**src/rtl/rv_ctrl_pkg.sv**
```systemverilog
// Shared control encodings for the RV32I cores: FSM states, opcodes and
// the select/operation codes driven onto the datapath.
package rv_ctrl_pkg;

    typedef enum logic [3:0] {
        S_FETCH    = 4'd0,
        S_DECODE   = 4'd1,
        S_MEMADR   = 4'd2,
        S_MEMREAD  = 4'd3,
        S_MEMWB    = 4'd4,
        S_MEMWRITE = 4'd5,
        S_EXEC_R   = 4'd6,
        S_EXEC_I   = 4'd7,
        S_ALUWB    = 4'd8,
        S_BEQ      = 4'd9,
        S_JAL      = 4'd10,
        S_TRAP     = 4'd11
    } state_t;

    localparam logic [6:0] OP_LW  = 7'b0000011;
    localparam logic [6:0] OP_SW  = 7'b0100011;
    localparam logic [6:0] OP_R   = 7'b0110011;
    localparam logic [6:0] OP_I   = 7'b0010011;
    localparam logic [6:0] OP_BEQ = 7'b1100011;
    localparam logic [6:0] OP_JAL = 7'b1101111;

    localparam logic [1:0] ALU_OP_ADD   = 2'b00;
    localparam logic [1:0] ALU_OP_SUB   = 2'b01;
    localparam logic [1:0] ALU_OP_FUNCT = 2'b10;

    localparam logic [1:0] SRC_A_PC    = 2'b00;
    localparam logic [1:0] SRC_A_OLDPC = 2'b01;
    localparam logic [1:0] SRC_A_RS1   = 2'b10;

    localparam logic [1:0] SRC_B_RS2  = 2'b00;
    localparam logic [1:0] SRC_B_IMM  = 2'b01;
    localparam logic [1:0] SRC_B_FOUR = 2'b10;

    localparam logic [1:0] RES_ALUOUT = 2'b00;
    localparam logic [1:0] RES_RDATA  = 2'b01;
    localparam logic [1:0] RES_ALU    = 2'b10;

    localparam logic [1:0] IMM_I = 2'b00;
    localparam logic [1:0] IMM_S = 2'b01;
    localparam logic [1:0] IMM_B = 2'b10;
    localparam logic [1:0] IMM_J = 2'b11;

endpackage

```
**src/rtl/imm_src_decoder.sv**
```systemverilog
// Opcode to immediate-format decode, shared by the multicycle and pipelined cores.
module imm_src_decoder
    import rv_ctrl_pkg::*;
(
    input  logic [6:0] op_i,
    output logic [1:0] imm_src_o
);

    // Format lookup; unknown opcodes fall back to the I format.
    always_comb begin
        imm_src_o = IMM_I;
        case (op_i)
            OP_LW, OP_I: imm_src_o = IMM_I;
            OP_SW:       imm_src_o = IMM_S;
            OP_BEQ:      imm_src_o = IMM_B;
            OP_JAL:      imm_src_o = IMM_J;
            default:     imm_src_o = IMM_I;
        endcase
    end

endmodule

```
**src/rtl/multicycle_ctrl_fsm.sv**
```systemverilog
// Main control sequencer of the multicycle RV32I core (Moore FSM with
// mem_ready/zero-qualified PC, IR and retire strobes).
module multicycle_ctrl_fsm
    import rv_ctrl_pkg::*;
#(
    parameter int RESET_STATE_FETCH = 1
) (
    input  logic       clk,
    input  logic       rst_n,
    input  logic [6:0] op,
    input  logic       zero,
    input  logic       mem_ready,
    output logic       pc_write,
    output logic       adr_src,
    output logic       mem_write,
    output logic       ir_write,
    output logic [1:0] result_src,
    output logic [1:0] alu_src_a,
    output logic [1:0] alu_src_b,
    output logic [1:0] alu_op,
    output logic [1:0] imm_src,
    output logic       reg_write,
    output logic       retire,
    output logic       illegal
);

    // The reserved (0) setting has no alternative entry point, so both map to FETCH.
    localparam state_t RESET_STATE = (RESET_STATE_FETCH != 0) ? S_FETCH : S_FETCH;

    state_t state_q, state_d;
    logic   pc_write_s, mem_write_s, ir_write_s, reg_write_s, retire_s;

    imm_src_decoder u_imm_src_decoder (
        .op_i      (op),
        .imm_src_o (imm_src)
    );

    // Next-state selection; op is only looked at in DECODE and MEMADR.
    always_comb begin
        state_d = state_q;
        case (state_q)
            S_FETCH:    state_d = mem_ready ? S_DECODE : S_FETCH;
            S_DECODE: begin
                case (op)
                    OP_LW, OP_SW: state_d = S_MEMADR;
                    OP_R:         state_d = S_EXEC_R;
                    OP_I:         state_d = S_EXEC_I;
                    OP_BEQ:       state_d = S_BEQ;
                    OP_JAL:       state_d = S_JAL;
                    default:      state_d = S_TRAP;
                endcase
            end
            S_MEMADR:   state_d = (op == OP_SW) ? S_MEMWRITE : S_MEMREAD;
            S_MEMREAD:  state_d = mem_ready ? S_MEMWB : S_MEMREAD;
            S_MEMWB:    state_d = S_FETCH;
            S_MEMWRITE: state_d = mem_ready ? S_FETCH : S_MEMWRITE;
            S_EXEC_R:   state_d = S_ALUWB;
            S_EXEC_I:   state_d = S_ALUWB;
            S_ALUWB:    state_d = S_FETCH;
            S_BEQ:      state_d = S_FETCH;
            S_JAL:      state_d = S_ALUWB;
            S_TRAP:     state_d = S_TRAP;
            default:    state_d = S_FETCH;
        endcase
    end

    // State register.
    always_ff @(posedge clk or negedge rst_n) begin
        if (!rst_n) begin
            state_q <= RESET_STATE;
        end else begin
            state_q <= state_d;
        end
    end

    // Per-state datapath controls; everything defaults to zero.
    always_comb begin
        pc_write_s  = 1'b0;
        adr_src     = 1'b0;
        mem_write_s = 1'b0;
        ir_write_s  = 1'b0;
        result_src  = RES_ALUOUT;
        alu_src_a   = SRC_A_PC;
        alu_src_b   = SRC_B_RS2;
        alu_op      = ALU_OP_ADD;
        reg_write_s = 1'b0;
        retire_s    = 1'b0;
        illegal     = 1'b0;
        case (state_q)
            S_FETCH: begin
                alu_src_b  = SRC_B_FOUR;
                result_src = RES_ALU;
                ir_write_s = mem_ready;
                pc_write_s = mem_ready;
            end
            S_DECODE: begin
                alu_src_a = SRC_A_OLDPC;
                alu_src_b = SRC_B_IMM;
            end
            S_MEMADR: begin
                alu_src_a = SRC_A_RS1;
                alu_src_b = SRC_B_IMM;
            end
            S_MEMREAD: adr_src = 1'b1;
            S_MEMWB: begin
                result_src  = RES_RDATA;
                reg_write_s = 1'b1;
                retire_s    = 1'b1;
            end
            S_MEMWRITE: begin
                adr_src     = 1'b1;
                mem_write_s = 1'b1;
                retire_s    = mem_ready;
            end
            S_EXEC_R: begin
                alu_src_a = SRC_A_RS1;
                alu_op    = ALU_OP_FUNCT;
            end
            S_EXEC_I: begin
                alu_src_a = SRC_A_RS1;
                alu_src_b = SRC_B_IMM;
                alu_op    = ALU_OP_FUNCT;
            end
            S_ALUWB: begin
                reg_write_s = 1'b1;
                retire_s    = 1'b1;
            end
            S_BEQ: begin
                alu_src_a  = SRC_A_RS1;
                alu_op     = ALU_OP_SUB;
                pc_write_s = zero;
                retire_s   = 1'b1;
            end
            S_JAL: begin
                alu_src_a  = SRC_A_OLDPC;
                alu_src_b  = SRC_B_FOUR;
                pc_write_s = 1'b1;
            end
            S_TRAP:  illegal = 1'b1;
            default: illegal = 1'b0;
        endcase
    end

    // Strobes are blocked while reset is held so an aborted instruction leaves no side effects.
    assign pc_write  = pc_write_s  & rst_n;
    assign mem_write = mem_write_s & rst_n;
    assign ir_write  = ir_write_s  & rst_n;
    assign reg_write = reg_write_s & rst_n;
    assign retire    = retire_s    & rst_n;

endmodule

```
**config.mk**
```make
export PLATFORM = sky130hd
export DESIGN_NAME = multicycle_ctrl_fsm
export DESIGN_NICKNAME = d
export VERILOG_FILES = /design/src/rtl/rv_ctrl_pkg.sv /design/src/rtl/imm_src_decoder.sv /design/src/rtl/multicycle_ctrl_fsm.sv
export SDC_FILE = /design/constraint.sdc
export NUM_CORES = 1
export LEC_CHECK = 0
export ABC_AREA = 1
export CORE_AREA = 2 2 39 41
export CTS_CLUSTER_DIAMETER = 60
export DETAILED_ROUTE_END_ITERATION = 8
export DIE_AREA = 0 0 41 43
export DONT_BUFFER_PORTS = 1
export PLACE_DENSITY = 0.61
export SYNTH_ARGS = -nofsm -noshare
export SYNTH_HDL_FRONTEND = slang
export SYNTH_SLANG_ARGS = --single-unit
```
**constraint.sdc**
```tcl
create_clock -name clk -period 2.8 [get_ports clk]
set_clock_uncertainty 0.05 [all_clocks]
set_input_delay 0.56 -clock clk [delete_from_list [all_inputs] [get_ports clk]]
set_output_delay 0.56 -clock clk [all_outputs]
set_load 0.03 [all_outputs]
```
Word level (Yosys, flattened, before mapping)
Index checks and enable logic that the tools add are counted.
{ "totals": {"reg_bits": 4, "latch_bits": 0, "ram_bits": 0, "romBits": 0, "input_bits": 11, "out_inout_bits": 17, "mem_count": 0} }
{ "op_classes": {"n_addsub": 0, "multipliers": 0, "n_div": 0, "n_lt_le_gt_ge": 0, "eq_ne": 17, "n_shift": 0, "n_mux": 18, "bitwise": 5, "n_reduce_logical": 11} }
{ "ops": {"columns": ["operator", "count"], "rows": [
  ["4-bit one-hot mux with 7 select lines", 1],
  ["4-bit one-hot mux with 5 select lines", 1],
  ["4-bit by 3-bit == test with 1-bit output, second input constant", 4],
  ["4-bit == test, second input constant", 4],
  ["2-bit one-hot mux with 2 select lines", 4],
  ["7-bit by 6-bit == test with 1-bit output, second input constant", 2],
  ["7-bit == test, second input constant", 2],
  ["2-bit OR reduction", 6],
  ["3-bit 2-to-1 mux", 3],
  ["3-bit OR reduction", 3],
  ["4-bit by 2-bit == test with 1-bit output, second input constant", 2],
  ["7-bit by 2-bit == test with 1-bit output, second input constant", 1],
  ["7-bit by 5-bit == test with 1-bit output, second input constant", 1],
  ["1-bit 2-to-1 mux", 6],
  ["2-bit one-hot mux with 3 select lines", 1],
  ["1-bit bitwise AND", 5],
  ["4-bit by 1-bit == test with 1-bit output, second input constant", 1],
  ["4-bit zero test", 1],
  ["4-bit OR reduction", 1],
  ["1-bit one-hot mux with 3 select lines", 1],
  ["1-bit one-hot mux with 2 select lines", 1]
]} }

Logic depth before layout (Yosys ltp)
Gate-level depths: netlist of run 1.
{ "depth": {"depth_word": 4, "ltp_mapped": 7, "mapped_depth_nobuf": 7} }

Hierarchy
Synthesis of run 1 repeated with hierarchy kept, for this count alone.
{ "unflattened": {"hier_cells": 107, "area_unflattened_um2": 544.3} }
{ "by_module_without_submodules": {"columns": ["module", "instances", "cells_each", "area_each_um2", "seq_area_each_um2"], "rows": [
  ["multicycle_ctrl_fsm", 1, 90, 475.5, 100.1],
  ["imm_src_decoder", 1, 17, 68.8, 0.0]
]} }

Worst setup path after synthesis of run 1
Ideal clock, no wire load.
{ "synth_timing": {"kind": "reg-to-output", "start": "register state_q[2]", "end": "output port pc_write", "arrival_time_ns": 1.525, "setup_slack_ns": 0.665, "path_stages_with_launch": 8, "path_buffers": 0, "cell_sequence": "dfrtp_1 -> inv_2 -> nand2_2 -> nor2_2 -> nand2_1 -> nand2_1 -> nor2_1 -> nor2_1"} }
{ "synth_between": {"elab_chain_len": 3} }
{ "synth_lines": {"columns": ["element", "line", "rtl"], "rows": [
  ["start, declared", "multicycle_ctrl_fsm.sv:30", "state_t state_q, state_d;"],
  ["start signal, assigned", "multicycle_ctrl_fsm.sv:72", "state_q <= state_d;"],
  ["4-bit == test / 4-bit zero test (equally long branches)", "multicycle_ctrl_fsm.sv:89", "case (state_q)"],
  ["1-bit one-hot mux with 3 select lines (*)", "multicycle_ctrl_fsm.sv:89", null],
  ["1-bit bitwise AND (*)", "multicycle_ctrl_fsm.sv:145", "assign pc_write = pc_write_s & rst_n;"],
  ["end, declared", "multicycle_ctrl_fsm.sv:13", "output logic pc_write,"]
]} }
Mark *: on every way between the ends. The rest lies on a longest branch, timed or not.

Worst setup path in the final report of run 1
{ "layout_timing": {"start": "register state_q[1]", "end": "output port pc_write"} }
The elaborated chain is that of the path after synthesis.

==> summary.md, run 1 <==
| Metric | Value |
|---|---|
| Die area | `0.001763 mm2` |
| Final wirelength | `~1200 um` |
| Share of cells above drive strength 1 | `14.29%` |
| Global-route usage over all layers | `17.10%` |
| Die X-Extent | `41 um` |
| Sequential-to-total area share from yosys stat | `19.56%` |
| Hold_buf cts | `1` |
| CTS resizes | `0` |
| Vias in the first global route | `about 550` |
| Max reg flops | `4` |
| Final design area excluding fillers | `~590 um2` |
| 1st-pass router iterations | `4` |
| IO Port Bufs | `0` |
| Deepest clock path buffer count | `2` |
| Nets@finish | `approximately 120` |
| # H-tree levels | `1` |
| Area Growth Syn to Fin | `14.67%` |
| Most frequent cells after synthesis | `nand2_1 (28), inv_1 (19), nor2_1 (16), nand3_1 (10)` |
| DRC Markers | `0` |
| Die Height | `between 40 and 50 um` |
| Avg Cell Area, Syn | `roughly 5.2 um2` |
| WP data required | `approximately 2.2 ns` |
| Biggest register | `state_q` |
| PD cells | `between 200 and 250 mW/mm2` |
| Crit share post-route | `between 80% and 90%` |
| Status | `finished, final reports clean` |
| Max-slew headroom | `between 50% and 60%` |
| CTS tree | `done` |
| RSZ-0062 raised after global routing | `false` |
| Clock sink count | `4` |
| Synth area leader | `nand2_1` |
| Most frequent cell after synthesis | `nand2_1` |
| Violation count after the first detailed-route iteration | `8` |
| Worst Max-Slew Pin Slew | `0.6433 ns` |
| Antenna viol nets, final | `0` |
| Gate count of the mapped netlist | `98` |
| Post-synth ARST share | `100.0%` |
| Critical Path AT | `roughly 1.9 ns` |
| Post-Syn Nets | `~110` |
| Post-synthesis instance area | `~510 um2` |
| Synth Warn # | `0` |
| First-pass GRT wire length | `between 1500 and 2000 um` |
| Clk root buf | `clkbuf_4` |
| Post-CTS setup buffer count | `0` |
| Worst Hold Launch | `op[4]` |
| Initial Util | `36.98%` |
| Pin count of the biggest net entering global routing | `8` |
| WS Path Type | `flip-flop to primary output` |
| Critical Path Source | `state_q[1]` |
| Setup TNS | `0 ns` |
| Post-DP HPWL | `~1000 um` |
| Crit-path max FO | `7` |
| Top FF cell, synth | `dfrtp_1` |
| Max frequency | `roughly 410 MHz` |
| DP Area | `554.3 um2` |
| Top cells by area, synth | `nand2_1 (21%), dfrtp_1 (20%), inv_1 (14%)` |
| Minimum clock period | `2.460 ns` |
| Top-level port count | `28` |
| Gr ovfl total | `0` |
| Post-synth EDFFs | `0` |
| Worst skew pair latency | `around 0.23 ns` |
| Post-synth top area share | `between 20% and 30%` |
| Top flop regs | `state_q (4)` |
| Worst setup EP type | `primary output` |
| Final setup vio count | `0` |
| Max Slew Vio Count | `0` |
| Post-DR wirelength/cell | `about 10 um` |
| CP Launch Type | `flip-flop` |
| Leakage | `between 0.3 and 0.4 nW` |
| Hold Slack | `0.4514 ns` |
| Worst r2r src | `state_q[1]` |
| CTS buffer count | `3` |
| Initial antenna violation count | `0` |
| Final hold violation count | `0` |
| Via Count | `about 620` |
| Clock-pin slew on the worst setup and hold paths | `0.04 ns` |
| Via/cell ratio | `5.107` |
| RD Place Congestion | `between 0.7 and 0.8` |
| Yosys reg bits | `4` |
| Max-cap violations | `0` |
| Hold Path Class | `primary input to flip-flop` |
| VDD IR max | `98.20 uV` |
| Core Footprint | `about 0.0014 mm2` |
| ANT cells | `0` |
| Row count | `14` |
| Netlist cell types | `16` |
layer usage:
metal / up-vias / GRT usage [%] / part of all wire (%)
met5: - / 0 / 0
met4: 0 / 14.00 / 1.5
met3: 2 / 4.712 / 7.1
met2: 21 / 27.50 / 51
met1: 278 / 16.83 / 40
li1: 317 / - / -
layout by cell type, fill, tap and decap left out:
cell type,instances
clkbuf_4,3
o211ai_1,2
nand4_1,1
inv_2,3
nor2_2,4
o21ai_0,4
a211oi_1,1
o21ai_1,2
nor3_1,1
buf_4,3
nor2_1,16
nand2_1,28
nand3_1,10
dfrtp_1,4
nand3b_1,1
dlygate4sd3_1,1
inv_1,19
nor2_4,1
nand2_2,1
power by group:
group          leakage, nW  internal [mW]  switching (mW)
Combinational        0.304        0.00422         0.00788
Sequential          0.0402         0.0582               0
Clock               0.0138         0.0479          0.0227
Total                0.358          0.110          0.0306
worst paths after layout:
kind	cells past startpoint	to	slack [ns]
max	7	pc_write	0.34
min	2	state_q[2]	0.45
max reg2reg	7	state_q[0]	1.58
min reg2reg	3	state_q[2]	0.62
max in group asynchronous	1	state_q[3]	1.95
min in group asynchronous	1	state_q[0]	0.57
cell type report:
type / count / area [um2]
Clock buffer: 3 / 22.52
Timing Repair Buffer: 4 / 32.53
Tap cell: 16 / 20.02
Multi-Input combinational cell: 72 / 329.1
Inverter: 22 / 82.58
Fill cell: 167 / 797.0
Sequential cell: 4 / 100.1
through the flow:
stage / setup WS [ns] / utilization, % / std cells / power, mW
floorplan: 0.6652 / - / 98 / 0.06745
global placement: 0.5904 / 40.05 / 117 / 0.06845
detailed placement: 0.5844 / 40.05 / 117 / 0.06889
CTS: 0.3261 / 42.41 / 121 / 0.1442
global route: 0.1654 / 42.41 / 121 / 0.1520
finish: 0.3405 / 42.41 / 121 / 0.1409
logic make-up (layout without fill, tap and decap cells):
kind of cell | after synthesis | in the layout | share of synthesized area [%]
AND/OR/NAND/NOR | 63 | 63 | 54.04
buffers and inverters | 22 | 29 | 16.14
AO/OA/AOI/OAI | 9 | 9 | 10.27
flip-flops | 4 | 4 | 19.56
critical path: stages (launching register included):
cell and delay [ns]:
dfrtp_1 0.44, inv_2 0.10, nand2_1 0.10, nor2_2 0.32, nand2_1 0.11, nand2_1 0.08, nor2_1 0.04, nor2_1 0.42
Note: power is estimated with default switching activity, not from simulation.
==> run 2, diff against run 1 <==
- PLACE_DENSITY: 0.61 -> 0.51
==> run 2 against run 1 <==
Maximum frequency shrank 0.11%; worst hold slack improved by 0.038 ns; total power shrank 2.2%; core utilization did not move; design area unchanged; die area is the same; flip-flop and latch count is the same; largest power group unchanged.
==> summary.md, run 2 (synthesized netlist as in run 1, its figures left out) <==
| Metric | Value |
|---|---|
| Status | `finished, final reports clean` |
| Clock-pin slew on the worst setup and hold paths | `0.03 ns (about the same)` |
| PD cells | `234.9 mW/mm2 (-2.2%)` |
| CTS buffer count | `3 (unchanged)` |
| WP data required | `2.19 ns (about the same)` |
| CP bufs+invs | `1 (unchanged)` |
| Via Count | `604 (-2.3%)` |
| Global-route usage over all layers | `17.14% (+0.034 points)` |
| Hold Path Class | `primary input to flip-flop` |
| Most common cell after layout, fill and taps aside | `nand2_1` |
| RSZ-0062 raised after global routing | `false` |
| Worst reg2reg path endpoint | `state_q[3]` |
| Final setup vio count | `0 (unchanged)` |
| Worst setup EP type | `primary output` |
| FF-to-FF setup slack | `1.55 ns (-0.03 ns)` |
| Final design area excluding fillers | `586.8 um2 (unchanged)` |
| Deepest clock path buffer count | `2 (unchanged)` |
| Worst Max-Slew Pin Slew | `0.6518 ns (+0.008506 ns)` |
| Setup TNS | `0 ns (unchanged)` |
| Crit-path max FO | `5 (-2)` |
| Worst Hold Launch | `op[4]` |
| Top-level port count | `28 (unchanged)` |
| Die Height | `43 um (unchanged)` |
| Final hold violation count | `0 (unchanged)` |
| DP Area | `554.3 um2 (unchanged)` |
| Most frequent cells in the layout | `nand2_1 (28), inv_1 (19), nor2_1 (16), nand3_1 (10)` |
| Max Slew Vio Count | `0 (unchanged)` |
| Gr ovfl total | `0 (unchanged)` |
| First-pass GRT wire length | `2063 um (+5.3%)` |
| VDD IR max | `137.9 uV (+40%)` |
| Final core occ | `42.41% (unchanged)` |
| Worst r2r src | `state_q[1]` |
| Share of cells above drive strength 1 | `14.29% (unchanged)` |
| Crit-path leading delay family | `simple AND/OR/NAND/NOR gates` |
| # H-tree levels | `1 (unchanged)` |
| WS Path Type | `flip-flop to primary output` |
| Hold Path Depth | `2 (unchanged)` |
| Via/cell ratio | `4.992 (-2.3%)` |
| Worst min-delay path endpoint | `state_q[2]` |
| Final wirelength | `1274 um (+3.2%)` |
| Biggest register | `state_q` |
| Max-cap violations | `0 (unchanged)` |
| Post-DP HPWL | `1092 um (+6.0%)` |
| IO Port Bufs | `0 (unchanged)` |
| Worst skew pair latency | `0.23 ns (about the same)` |
| Top flop regs | `state_q (4)` |
| Violation count after the first detailed-route iteration | `14 (+6)` |
| Critical Path AT | `1.85 ns (about the same)` |
| CTS tree | `done` |
| Vias in the first global route | `543 (-1.6%)` |
| 1st-pass router iterations | `5 (+1)` |
| CP Launch Type | `flip-flop` |
| Pin count of the biggest net entering global routing | `8 (unchanged)` |
| Clock sink count | `4 (unchanged)` |
| Post-DR wirelength/cell | `10.53 um (+3.2%)` |
| Max frequency | `406.1 MHz (-0.11%)` |
| CTS resizes | `0 (unchanged)` |
| Die area | `0.001763 mm2 (unchanged)` |
| Leakage | `0.3576 nW (unchanged)` |
| Post-CTS setup buffer count | `0 (unchanged)` |
| ANT cells | `0 (unchanged)` |
| Slowest cell on the critical path | `dfrtp_1` |
| Die X-Extent | `41 um (unchanged)` |
| Worst path cell trace | `inv_2 -> nand2_2 -> nor2_2 -> nand2_1 -> nand2_1 -> nor2_1 -> nor2_1` |
| Fillers | `164 (-1.8%)` |
| Row count | `14 (unchanged)` |
| DRC Markers | `0 (unchanged)` |
| RD Place Congestion | `0.7420 (-4.5%)` |
| Hold_buf cts | `1 (unchanged)` |
| Area Growth Syn to Fin | `14.67% (unchanged)` |
| Max reg flops | `4 (unchanged)` |
| Initial antenna violation count | `0 (unchanged)` |
| Antenna viol nets, final | `0 (unchanged)` |
| Crit share post-route | `87.94% (+0.095 points)` |
| Nets@finish | `118 (unchanged)` |
| Initial Util | `36.98% (unchanged)` |
| Core Footprint | `0.001384 mm2 (unchanged)` |
| Clk root buf | `clkbuf_4` |
| Reg2reg path depth | `5 (-2)` |
| Max incr delay on CP | `0.42 ns (-0.02 ns)` |
| Max-slew headroom | `56.35% (-0.57 points)` |
| Minimum clock period | `2.462 ns (+0.002673 ns)` |
run 2: cell counts in the layout (fill, tap and decap cells not counted):
Identical to the previous run, type by type.
run 2: where the power goes:
part           internal, mW  switching (mW)
combinational       0.00422         0.00772
sequential           0.0582               0
clock                0.0477          0.0200
run 2: how the worst max path moves through the flow:
stage | from | endpoint | slack (ns) | cells past startpoint
CTS | state_q[2] | pc_write | 0.31 | 7
finish | state_q[2] | pc_write | 0.34 | 7
global route | state_q[2] | pc_write | 0.19 | 7
detailed placement | state_q[2] | pc_write | 0.56 | 7
floorplan | state_q[2] | pc_write | 0.67 | 7
global placement | state_q[2] | pc_write | 0.59 | 7
run 2: final cells by class:
| type | instances | area, um2 | share of cell area [%] |
|---|---|---|---|
| Inverter | 22 | 82.58 | 14.07 |
| Sequential cell | 4 | 100.1 | 17.06 |
| Timing Repair Buffer | 4 | 32.53 | 5.544 |
| Tap cell | 16 | 20.02 | 3.412 |
| Multi-Input combinational cell | 72 | 329.1 | 56.08 |
| Clock buffer | 3 | 22.52 | 3.838 |
run 2: stage by stage:
step	setup slack, ns	total power, mW	hold WS (ns)	cells
detailed placement	0.5592	0.06870	0.2146	117
finish	0.3378	0.1378	0.4894	121
global placement	0.5859	0.06849	0.2146	117
floorplan	0.6652	0.06745	0.2144	98
CTS	0.3128	0.1419	0.4845	121
global route	0.1917	0.1468	0.4916	121
run 2: routing by layer:
layer	vias to the layer above	track usage, %	part of all wire (%)
li1	316	-	-
met5	-	0	0
met2	19	28.75	53
met4	0	10.00	0.63
met3	2	1.571	5.9
met1	267	19.54	41
==> run 3, diff against run 2 <==
- ABC_CLOCK_PERIOD_IN_PS: not set -> 2800
- CELL_PAD_IN_SITES_DETAIL_PLACEMENT: not set -> 0
- CELL_PAD_IN_SITES_GLOBAL_PLACEMENT: not set -> 2
- CORE_AREA: 2 2 39 41 -> not set
- CORE_ASPECT_RATIO: not set -> 0.8
- CORE_MARGIN: not set -> 2
- CORE_UTILIZATION: not set -> 28
- DIE_AREA: 0 0 41 43 -> not set
- PLACE_DENSITY: 0.51 -> 0.76
==> run 3 against run 2 <==
Sequential share of layout area shrank 0.43 points; via count up 0.17%; maximum frequency up 4.2%; global-route usage decreased by 2.5 points; flip-flop and latch count stayed put; worst hold slack got worse by 0.041 ns; critical path depth grew 1; total power rose by 3.3%; die area rose by 24%; sequential power hardly changed; clock-buffer cell count unchanged; worst setup slack improved by 0.099 ns; critical path type unchanged; largest cell class unchanged.
==> summary.md, run 3 (synthesized netlist as in run 1, its figures left out) <==
| Metric | Value |
|---|---|
| Status | `finished, final reports clean` |
| FF-to-FF setup slack | `1.55 ns (about the same)` |
| Most frequent cells in the layout | `nand2_1 (28), inv_1 (19), nor2_1 (16), nand3_1 (10)` |
| Max reg flops | `4 (unchanged)` |
| Clk root buf | `clkbuf_4` |
| Worst setup EP type | `primary output` |
| Crit share post-route | `84.38% (-3.6 points)` |
| IO Port Bufs | `0 (unchanged)` |
| Final setup vio count | `0 (unchanged)` |
| DRC Markers | `0 (unchanged)` |
| CP bufs+invs | `2 (+1)` |
| RD Place Congestion | `0.8252 (+11%)` |
| Worst Max-Slew Pin Slew | `0.6830 ns (+0.03115 ns)` |
| Setup TNS | `0 ns (unchanged)` |
| Deepest clock path buffer count | `2 (unchanged)` |
| Worst reg2reg path endpoint | `state_q[3]` |
| Max-cap violations | `0 (unchanged)` |
| Fillers | `202 (+23%)` |
| Worst skew pair latency | `0.24 ns (about the same)` |
| Max frequency | `423.2 MHz (+4.2%)` |
| CTS resizes | `0 (unchanged)` |
| Final hold violation count | `0 (unchanged)` |
| ANT cells | `0 (unchanged)` |
| Slowest cell on the critical path | `dfrtp_1` |
| Core Footprint | `0.001675 mm2 (+21%)` |
| Global-route usage over all layers | `14.68% (-2.5 points)` |
| Worst min-delay path endpoint | `state_q[2]` |
| Post-DP HPWL | `1183 um (+8.4%)` |
| Hold Path Depth | `2 (unchanged)` |
| Most common cell after layout, fill and taps aside | `nand2_1` |
| Post-DR wirelength/cell | `11.01 um (+4.5%)` |
| Max Slew Vio Count | `0 (unchanged)` |
| Violation count after the first detailed-route iteration | `25 (+11)` |
| Worst r2r src | `state_q[2]` |
| Die area | `0.002188 mm2 (+24%)` |
| Die X-Extent | `51.80 um (+26%)` |
| Initial Util | `30.55% (-6.4 points)` |
| CP Launch Type | `flip-flop` |
| WP data required | `2.19 ns (about the same)` |
| Reg2reg path depth | `5 (unchanged)` |
| Nets@finish | `119 (+0.85%)` |
| Clock-pin slew on the worst setup and hold paths | `0.03 ns (about the same)` |
| Worst Hold Launch | `op[4]` |
| Antenna viol nets, final | `0 (unchanged)` |
| PD cells | `236.6 mW/mm2 (+0.73%)` |
| Clock sink count | `4 (unchanged)` |
| Crit-path max FO | `5 (unchanged)` |
| Pin count of the biggest net entering global routing | `8 (unchanged)` |
| First-pass GRT wire length | `2373 um (+15%)` |
| CTS tree | `done` |
| Gr ovfl total | `0 (unchanged)` |
| Final Non-Filler Cells | `128 (+5.8%)` |
| Max incr delay on CP | `0.43 ns (about the same)` |
| Max-slew headroom | `54.27% (-2.1 points)` |
| Crit-path leading delay family | `simple AND/OR/NAND/NOR gates` |
| Via Count | `605 (+0.17%)` |
| RSZ-0062 raised after global routing | `false` |
| Worst path cell trace | `inv_2 -> nand2_2 -> nor2_2 -> buf_4 -> nand2_1 -> nand2_1 -> nor2_1 -> nor2_1` |
| Leakage | `0.3630 nW (+1.5%)` |
| Area Growth Syn to Fin | `17.60%` |
| CTS buffer count | `3 (unchanged)` |
| Vias in the first global route | `534 (-1.7%)` |
| Biggest register | `state_q` |
| Die Height | `42.24 um (-1.8%)` |
| Top flop regs | `state_q (4)` |
| Row count | `13 (-1)` |
| WS Path Type | `flip-flop to primary output` |
| Via/cell ratio | `4.727 (-5.3%)` |
| Final core occ | `35.92% (-6.5 points)` |
| Minimum clock period | `2.363 ns (-0.09942 ns)` |
| Hold Path Class | `primary input to flip-flop` |
| Placed Instances | `124 (+6.0%)` |
| 1st-pass router iterations | `4 (-1)` |
| Critical Path AT | `1.75 ns (-0.10 ns)` |
| Final wirelength | `1409 um (+11%)` |
| Initial antenna violation count | `0 (unchanged)` |
| VDD IR max | `145.0 uV (+5.1%)` |
| # H-tree levels | `1 (unchanged)` |
| Share of cells above drive strength 1 | `15.09% (+0.81 points)` |
| Top-level port count | `28 (unchanged)` |
==> run 3: cell count changes in the layout (fill, tap and decap cells not counted), sizes merged <==
cell | before | now
buf | 3 | 4
==> run 3: what timing repair did <==
action,4_1_cts,5_1_grt
setup buffers,0,0
hold buffers,1,0
hold endpoints to repair,4,0
==> run 3: worst max path at each step <==
| stage | endpoint | startpoint | cells past startpoint |
|---|---|---|---|
| global placement | pc_write | state_q[2] | 8 |
| CTS | pc_write | state_q[2] | 8 |
| detailed placement | pc_write | state_q[2] | 8 |
| finish | pc_write | state_q[2] | 8 |
| global route | pc_write | state_q[1] | 8 |
| floorplan | pc_write | state_q[2] | 7 |
==> run 3: final cells by class <==
type	count	area (um2)	share of cell area, %
repair buffers	5	40.04	6.653
multi-input cells	72	329.1	54.68
inverters	22	82.58	13.72
well taps	22	27.53	4.574
flip-flops and latches	4	100.1	16.63
clock buffers	3	22.52	3.742
==> run 3: stage by stage <==
| stage | area (um2) | hold slack, ns | setup WS, ns | power (mW) |
|---|---|---|---|---|
| floorplan | 511.7 | 0.2144 | 0.6652 | 0.06745 |
| global placement | 569.3 | 0.2146 | 0.6969 | 0.06896 |
| detailed placement | 569.3 | 0.2146 | 0.6871 | 0.06877 |
| CTS | 601.8 | 0.4486 | 0.4240 | 0.1458 |
| global route | 601.8 | 0.4485 | 0.2972 | 0.1516 |
| finish | 601.8 | 0.4487 | 0.4372 | 0.1424 |
==> run 3: power breakdown <==
part           internal [mW]  total [mW]  switching (mW)  leakage, nW
clock                 0.0480      0.0722          0.0242       0.0138
combinational        0.00422      0.0120         0.00781        0.309
sequential            0.0582      0.0582               0       0.0402
==> run 3: metal layers <==
metal  wire [um]  up-vias  part of all wire [%]  track usage, %
met5           0        -                     0               0
met2         495       20                    35           16.15
met1         784      264                    56           23.18
li1            -      319                     -               -
met3         120        2                   8.5           8.214
met4           8        0                  0.57           3.158
==> run 3: worst reg2reg max path, stage by stage (launching register included) <==
cell,delay [ns]
dfrtp_1,0.43
inv_2,0.11
nand2_2,0.11
nor2_2,0.19
inv_1,0.11
o21ai_1,0.17
